===== config.mk =====
export PLATFORM = sky130hd
export DESIGN_NAME = ticsat_ctrl
export DESIGN_NICKNAME = d
export VERILOG_FILES = /design/src/rtl/ticsat_ctrl.sv
export SDC_FILE = /design/constraint.sdc
export NUM_CORES = 1
export LEC_CHECK = 0
export CAP_MARGIN = 20
export CORE_MARGIN = 10
export CORE_UTILIZATION = 53
export DETAILED_ROUTE_END_ITERATION = 8
export PLACE_DENSITY = 0.84
export SKIP_LAST_GASP = 1
export SLEW_MARGIN = 0
export SYNTH_ARGS = -nofsm -noshare
export SYNTH_HDL_FRONTEND = slang
export SYNTH_SLANG_ARGS = --single-unit

===== constraint.sdc =====
create_clock -name clk -period 4.61 [get_ports clk]
set_clock_uncertainty 0.2 [all_clocks]
set_input_delay 1.383 -clock clk [delete_from_list [all_inputs] [get_ports clk]]
set_output_delay 1.383 -clock clk [all_outputs]
set_load 0.01 [all_outputs]

===== src/rtl/ticsat_ctrl.sv =====
// ticsat_ctrl: tile-job sequencer for one TicSAT systolic array
// Ports: clk/resetn (async active-low); start/abort/n_vec job control; busy/done status;
//        w_* weight stream in, a_* activation stream in, r_* result stream out;
//        sat_in_val/sat_in_idx/sat_cmd drive the array, sat_out is its result port.
package TicSAT_pkg;
   typedef enum logic [2:0] {
      CMD_NOP,
      CMD_LOAD_WEIGHT,
      CMD_PUSH_INPUT,
      CMD_STEP,
      CMD_READ_OUTPUT
   } command_t;
endpackage

module ticsat_ctrl
   import TicSAT_pkg::*;
#(
   parameter int SA_SIZE     = 4,
   parameter int DATA_W      = 8,
   parameter int VEC_W       = 8,
   parameter int DRAIN_STEPS = 7
) (
   input  logic                       clk,
   input  logic                       resetn,
   input  logic                       start,
   input  logic                       abort,
   input  logic [VEC_W-1:0]           n_vec,
   output logic                       busy,
   output logic                       done,
   input  logic                       w_valid,
   output logic                       w_ready,
   input  logic [DATA_W-1:0]          w_data,
   input  logic                       a_valid,
   output logic                       a_ready,
   input  logic [DATA_W-1:0]          a_data,
   output logic                       r_valid,
   input  logic                       r_ready,
   output logic [DATA_W-1:0]          r_data,
   output logic [DATA_W-1:0]          sat_in_val,
   output logic [$clog2(SA_SIZE)-1:0] sat_in_idx,
   output command_t                   sat_cmd,
   input  logic [DATA_W-1:0]          sat_out
);
   localparam int IW  = $clog2(SA_SIZE);
   localparam int NW  = SA_SIZE * SA_SIZE;
   localparam int WW  = $clog2(NW);
   localparam int DCW = $clog2(DRAIN_STEPS + 1);

   typedef enum logic [2:0] {IDLE, LOAD_W, FEED, STEP, READ, DRAIN, FIN} state_t;

   state_t            state, state_d;
   logic [WW-1:0]     wcnt, wcnt_d;
   logic [IW-1:0]     ecnt, ecnt_d;
   logic [IW-1:0]     rcnt, rcnt_d;
   logic [VEC_W-1:0]  vcnt, vcnt_d;
   logic [VEC_W-1:0]  nv, nv_d;
   logic [DCW-1:0]    dcnt, dcnt_d;
   logic              rd_pend, rd_pend_d;
   logic              r_valid_d;
   logic [DATA_W-1:0] r_data_d;
   logic [DATA_W-1:0] sat_in_val_d;
   logic [IW-1:0]     sat_in_idx_d;
   command_t          sat_cmd_d;

   assign busy    = (state != IDLE) && (state != FIN);
   assign done    = (state == FIN);
   assign w_ready = (state == LOAD_W);
   assign a_ready = (state == FEED);

   always_comb begin
      state_d      = state;
      wcnt_d       = wcnt;
      ecnt_d       = ecnt;
      rcnt_d       = rcnt;
      vcnt_d       = vcnt;
      nv_d         = nv;
      dcnt_d       = dcnt;
      rd_pend_d    = 1'b0;
      r_valid_d    = r_valid;
      r_data_d     = r_data;
      sat_cmd_d    = CMD_NOP;
      sat_in_val_d = '0;
      sat_in_idx_d = '0;
      // the read issued last cycle is on the array pins now, so its result is sampled here
      if (rd_pend) begin
         r_data_d  = sat_out;
         r_valid_d = 1'b1;
      end
      if (r_valid && r_ready) r_valid_d = 1'b0;
      case (state)
         IDLE: begin
            if (start && !abort) begin
               state_d = LOAD_W;
               nv_d    = n_vec;
               wcnt_d  = '0;
               ecnt_d  = '0;
               rcnt_d  = '0;
               vcnt_d  = '0;
               dcnt_d  = '0;
            end
         end
         LOAD_W: begin
            if (w_valid) begin
               sat_cmd_d    = CMD_LOAD_WEIGHT;
               sat_in_val_d = w_data;
               sat_in_idx_d = IW'(wcnt % WW'(SA_SIZE));
               wcnt_d       = wcnt + 1'b1;
               if (wcnt == WW'(NW - 1)) begin
                  wcnt_d  = '0;
                  state_d = (nv != '0) ? FEED : DRAIN;
               end
            end
         end
         FEED: begin
            if (a_valid) begin
               sat_cmd_d    = CMD_PUSH_INPUT;
               sat_in_val_d = a_data;
               sat_in_idx_d = ecnt;
               ecnt_d       = ecnt + 1'b1;
               if (ecnt == IW'(SA_SIZE - 1)) begin
                  ecnt_d  = '0;
                  vcnt_d  = vcnt + 1'b1;
                  state_d = STEP;
               end
            end
         end
         DRAIN: begin
            sat_cmd_d    = CMD_PUSH_INPUT;
            sat_in_idx_d = ecnt;
            ecnt_d       = ecnt + 1'b1;
            if (ecnt == IW'(SA_SIZE - 1)) begin
               ecnt_d  = '0;
               dcnt_d  = dcnt + 1'b1;
               state_d = STEP;
            end
         end
         STEP: begin
            sat_cmd_d = CMD_STEP;
            state_d   = READ;
         end
         READ: begin
            // one read in flight at a time; the next waits until the consumer takes the result
            if (!r_valid && !rd_pend) begin
               sat_cmd_d    = CMD_READ_OUTPUT;
               sat_in_idx_d = rcnt;
               rcnt_d       = (rcnt == IW'(SA_SIZE - 1)) ? '0 : rcnt + 1'b1;
               rd_pend_d    = 1'b1;
            end
            // rcnt has wrapped once the last index was issued, so a handshake at rcnt==0 ends the round
            if (r_valid && r_ready && rcnt == '0)
               state_d = (vcnt < nv) ? FEED : (dcnt < DCW'(DRAIN_STEPS)) ? DRAIN : FIN;
         end
         FIN:     state_d = IDLE;
         default: state_d = IDLE;
      endcase
      if (abort && state != IDLE) begin
         state_d      = IDLE;
         sat_cmd_d    = CMD_NOP;
         sat_in_val_d = '0;
         sat_in_idx_d = '0;
         r_valid_d    = 1'b0;
         rd_pend_d    = 1'b0;
      end
   end

   always_ff @(posedge clk or negedge resetn) begin
      if (!resetn) begin
         state      <= IDLE;
         wcnt       <= '0;
         ecnt       <= '0;
         rcnt       <= '0;
         vcnt       <= '0;
         nv         <= '0;
         dcnt       <= '0;
         rd_pend    <= 1'b0;
         r_valid    <= 1'b0;
         r_data     <= '0;
         sat_cmd    <= CMD_NOP;
         sat_in_val <= '0;
         sat_in_idx <= '0;
      end else begin
         state      <= state_d;
         wcnt       <= wcnt_d;
         ecnt       <= ecnt_d;
         rcnt       <= rcnt_d;
         vcnt       <= vcnt_d;
         nv         <= nv_d;
         dcnt       <= dcnt_d;
         rd_pend    <= rd_pend_d;
         r_valid    <= r_valid_d;
         r_data     <= r_data_d;
         sat_cmd    <= sat_cmd_d;
         sat_in_val <= sat_in_val_d;
         sat_in_idx <= sat_in_idx_d;
      end
   end
endmodule

# After elaboration in Yosys (flattened, before gate mapping)
# Cells that the tools add are included.
[op_classes]
eq_ne = 21
reduce_logical = 26
order_cmp = 2
mux = 49
n_addsub = 5
[ops]
columns = ["operator", "count"]
rows = [
  ["8-bit 2-to-1 mux", 6],
  ["3-bit 2-to-1 mux", 13],
  ["8-bit case mux with 2 select lines", 2],
  ["2-bit 2-to-1 mux", 11],
  ["3-bit case mux with 6 select lines", 1],
  ["3-bit case mux with 5 select lines", 1],
  ["4-bit 2-to-1 mux", 3],
  ["3-bit AND reduction", 4],
  ["2-bit inequality test (second input constant)", 5],
  ["3-bit equality test (second input constant)", 3],
  ["3-bit inequality test (second input constant)", 3],
  ["3-bit nonzero test", 3],
  ["8-bit by 1-bit adder with 8-bit output (second input constant)", 1],
  ["8-bit < comparator", 1],
  ["2-bit case mux with 4 select lines", 1],
  ["4-bit case mux with 2 select lines", 1],
  ["2-bit nonzero test", 4],
  ["8-bit nonzero test", 1],
  ["1-bit 2-to-1 mux", 7],
  ["3-bit by 2-bit equality test with 1-bit output (second input constant)", 2],
  ["1-bit logical AND", 6],
  ["3-bit by 2-bit inequality test with 1-bit output (second input constant)", 2],
  ["2-bit case mux with 3 select lines", 1],
  ["3-bit case mux with 2 select lines", 1],
  ["16 further kinds", 20],
]
[totals]
wordCells = 116
register_bits = 53
in_bits = 39
out_inout_bits = 26

# Logic depth before layout (Yosys ltp)
[depth]
word_depth = 6
depth_mapped = 7
depth_no_buf = 7

# Worst setup path after synthesis
# No wires, ideal clock.
[synth_path]
kind = "reg2out"
start = "register state[1]"
end = "output busy"
path_stages_with_launch = 5
path_buffers = 1
path_slack_ns = 1.885
arrival_time_ns = 1.142
required_time_ns = 3.027
path_cell_list = "dfrtp_1 buf_2 inv_1 nor2_1 or3_1"
[synth_between]
elab_chain_len = 2
elab_cells_between_ends = 3
classes_between = "1 x eq/ne; 2 x reduce/logical"
[synth_rtl]
columns = ["element", "line", "source"]
rows = [
  ["start: declaration", "51", "state_t state, state_d;"],
  ["start signal: assignment", "182", "state <= state_d;"],
  ["3-bit inequality test or 3-bit nonzero test (tied branches)", "65", "assign busy = (state != IDLE) && (state != FIN);"],
  ["1-bit logical AND (*)", "65", ""],
  ["end: declaration", "28", "output logic busy,"],
]
# Every way passes the cells marked *; elsewhere a longest branch is shown, timed or not.

# Worst setup path after layout
[layout_path]
start = "register state[1]"
end = "output a_ready"
[layout_between]
elab_chain_len = 1
[layout_rtl]
columns = ["element", "line", "source"]
rows = [
  ["3-bit by 2-bit equality test with 1-bit output", "68", "assign a_ready = (state == FEED);"],
  ["end: declaration", "34", "output logic a_ready,"],
]
# Every way passes these cells.

==> impl_metrics.py <==
metrics = {
    "cts": {
        "cts_made_buffers": 5,
        "postCtsSetupRepairBufs": 0,
        "htreeDepth": 2,
        "cts_resized": 0,
        "cts_hold_buffers": 0,
        "cts_tree": "yes",
        "clk_latency_ns": 0.31,
        "clock_sinks": 53,
        "clk_pin_slew_ns": 0.08,
        "clockRootBuffer": "clkbuf_8",
        "cts_buffer_depth": 2,
    },
    "yosys": {
        "synth_nets": 326,
        "synthFlopType": "dfrtp_1",
        "async_flop_share_pct": 100,
        "synth_area_um2": 2720,
        "synth.avg_cell_area_um2": 10.0,
        "ys_warn_count": 0,
        "synth_fa_ha_area_share_pct": 6.90,
        "synth_top_area_share_pct": 48.8,
        "synth_top_family_by_area": "simple AND/OR/NAND/NOR gates",
        "synth.distinct_cells": 51,
        "ys_seq_area_share_pct": 48.8,
        "ys_seq_elements": 53,
        "synth_mux_area_share_pct": 3.73,
        "synthXorXnorAreaFrac_pct": 2.25,
        "synth.area.top_cells": "dfrtp_1, ha_1, nor2_1",
        "synth-compound-area-share_pct": 15.7,
        "syn_inst": 272,
        "synth_top_cell_by_area": "dfrtp_1",
        "synthSimpleGateAreaFrac_pct": 18.5,
        "synth-edff-count": 0,
    },
    "routing": {
        "dr.first_iter.drc_count": 190,
        "drt_wl_total_um": 6350,
        "vias": 2240,
        "drcViolationCount": 0,
        "first_pass_iters": 4,
        "via_per_inst": 5.53,
        "ant_nets": 0,
        "wire_per_inst_um": 15.7,
    },
    "cells_and_area": {
        "syn2layout_area_growth_pct": 29.6,
        "fin_util_pct": 69.9,
        "stdcell_area_um2": 3520,
        "n_antenna_cell": 0,
        "drive_gt1_share_pct": 8.06,
        "layout.nets": 389,
    },
    "timing": {
        "fin_crit_sh_pct": 78.6,
        "report.final.hold_viol_count": 0,
        "drv_slew": 0,
        "setup-violations-final": 0,
        "slew_headroom_pct": 44.5,
        "tightest_slew_ns": 0.829,
        "setup_tns_ns": 0,
        "fmax_mhz": 276,
        "worst_slack_ns": 0.986,
        "fin_crit_ns": 3.62,
        "rsz0062_at_grt": "false",
    },
    "hold_path": {
        "hold_depth": 1,
        "hold_class": "reg2reg",
    },
    "place": {
        "dp_slack_ns": 1.05,
        "dp_hpwl_um": 4930,
        "dpl_cell_area_um2": 3420,
        "gp_congestion": 0.852,
        "io_buffers": 64,
    },
    "global_routing": {
        "first_global_vias": 2289,
        "antenna_found_initial": 0,
        "grt_use_total_pct": 15.3,
        "grt-ovfl-total": 0,
        "grt_pass1_wl_um": 10700,
        "grt_max_degree": 29,
    },
    "worst_setup_path": {
        "path_class": "reg2out",
        "r2r_cells": 6,
        "critPathCaptureType": "primary output",
        "worstPathArrival_ns": 2.04,
        "cp.required_ns": 3.03,
        "start_kind": "register",
        "cp_max_fo": 17,
    },
    "pwr": {
        "leakage_nw": 1.57,
        "power_density_nw_per_um2": 466,
        "ir_worst_vdd_v": 0.000315,
    },
    "die": {
        "start_util_pct": 53.9,
        "dieWidth_um": 91.6,
        "io_pins": 65,
        "rows": 26,
        "die_area_um2": 8400,
        "die_h_um": 91.6,
        "core_area_um2": 5040,
    },
    "job": {
        "cap_violations": 0,
    },
    "outcome": {
        "outcome": "finished, final reports clean",
    },
}
==> final cells by class <==
type | instances | area, µm²
Clock buffer | 5 | 68.8
Clock inverter | 2 | 35.0
Fill cell | 385 | 1520
Inverter | 16 | 60.1
Multi-Input combinational cell | 193 | 1300
Sequential cell | 53 | 1330
Tap cell | 70 | 87.6
Timing Repair Buffer | 66 | 651
==> report_power, final <==
part	internal [W]	total (W)	switching [W]
sequential	0.000580	0.000695	0.000114
clock	0.000158	0.000301	0.000143
combinational	0.000321	0.000648	0.000328
total	0.00106	0.00164	0.000585
==> synthesized netlist by cell type (2+ instances only) <==
cell type	count
mux2_2	9
and2_1	5
a211oi_1	6
buf_2	6
nand4_1	2
o21ai_1	3
o211a_1	2
xor2_1	2
dfrtp_1	53
a21oi_1	5
nor4_1	2
a22oi_1	9
clkbuf_1	2
nor3_1	3
a222oi_1	2
and3_1	2
nor3b_1	2
nor2_1	34
a22o_1	6
nand2_1	27
o21ai_0	18
inv_1	15
or4_1	3
or3_1	3
xnor2_1	5
o31ai_1	2
ha_1	15
nand3_1	6
==> per-layer routing <==
layer  global-route usage (%)  wire (µm)
met4                     6.01        115
met3                     4.24        403
met1                     18.6       2750
met2                     25.0       3080
met5                        0          0
==> cells by family after synthesis <==
logic type,Yosys count
AO/OA/AOI/OAI,62
XOR/XNOR,7
adder cells (fa/ha/maj),15
buffers and inverters,26
flip-flops,53
multiplexers,9
AND/OR/NAND/NOR,100
==> layout by cell type (no fill, tap or decap), types with 5 or more instances in the layout <==
cell type and instances:
clkdlybuf4s50_1 63, dfrtp_1 53, nor2_1 34, nand2_1 27, o21ai_0 18, inv_1 15
ha_1 15, a22oi_1 9, mux2_2 9, a211oi_1 6, nand3_1 6, a22o_1 6
and2_1 5, a21oi_1 5, xnor2_1 5, clkbuf_8 5
==> sequential cells by signal (all words and copies together), names as in the netlist <==
signal and flops:
nv 8, r_data 8, sat_in_val 8, vcnt 8, wcnt 4, dcnt 3, sat_cmd 3, state 3
ecnt 2, rcnt 2, sat_in_idx 2, r_valid 1, rd_pend 1
==> critical path, cell delays in order (launching register included) <==
cell and delay, ns:
dfrtp_1 0.63, or3b_4 0.48, inv_2 0.09, clkdlybuf4s50_1 0.54
==> stage by stage <==
| step | std cells | hold slack, ns | total power [W] |
|---|---|---|---|
| 6_report | 405 | 0.312 | 0.00164 |
| 3_5_place_dp | 398 | 0.295 | 0.00135 |
| 4_1_cts | 405 | 0.315 | 0.00166 |
| 2_1_floorplan | 272 | 0.284 | 0.00108 |
| 3_3_place_gp | 398 | 0.287 | 0.00133 |
| 5_1_grt | 405 | 0.338 | 0.00177 |
==> path summary, 6_finish.rpt <==
check	startpoint	to	slack (ns)
setup / recovery	state[1]	a_ready	0.99
hold / removal	r_data[3]	r_data[3]	0.31
setup reg to reg	state[2]	wcnt[0]	2.30
hold reg to reg	r_data[3]	r_data[3]	0.31
max in group asynchronous	resetn	vcnt[7]	2.59
min in group asynchronous	resetn	rcnt[1]	0.87
No activity file was read; power rests on OpenSTA's default activity.
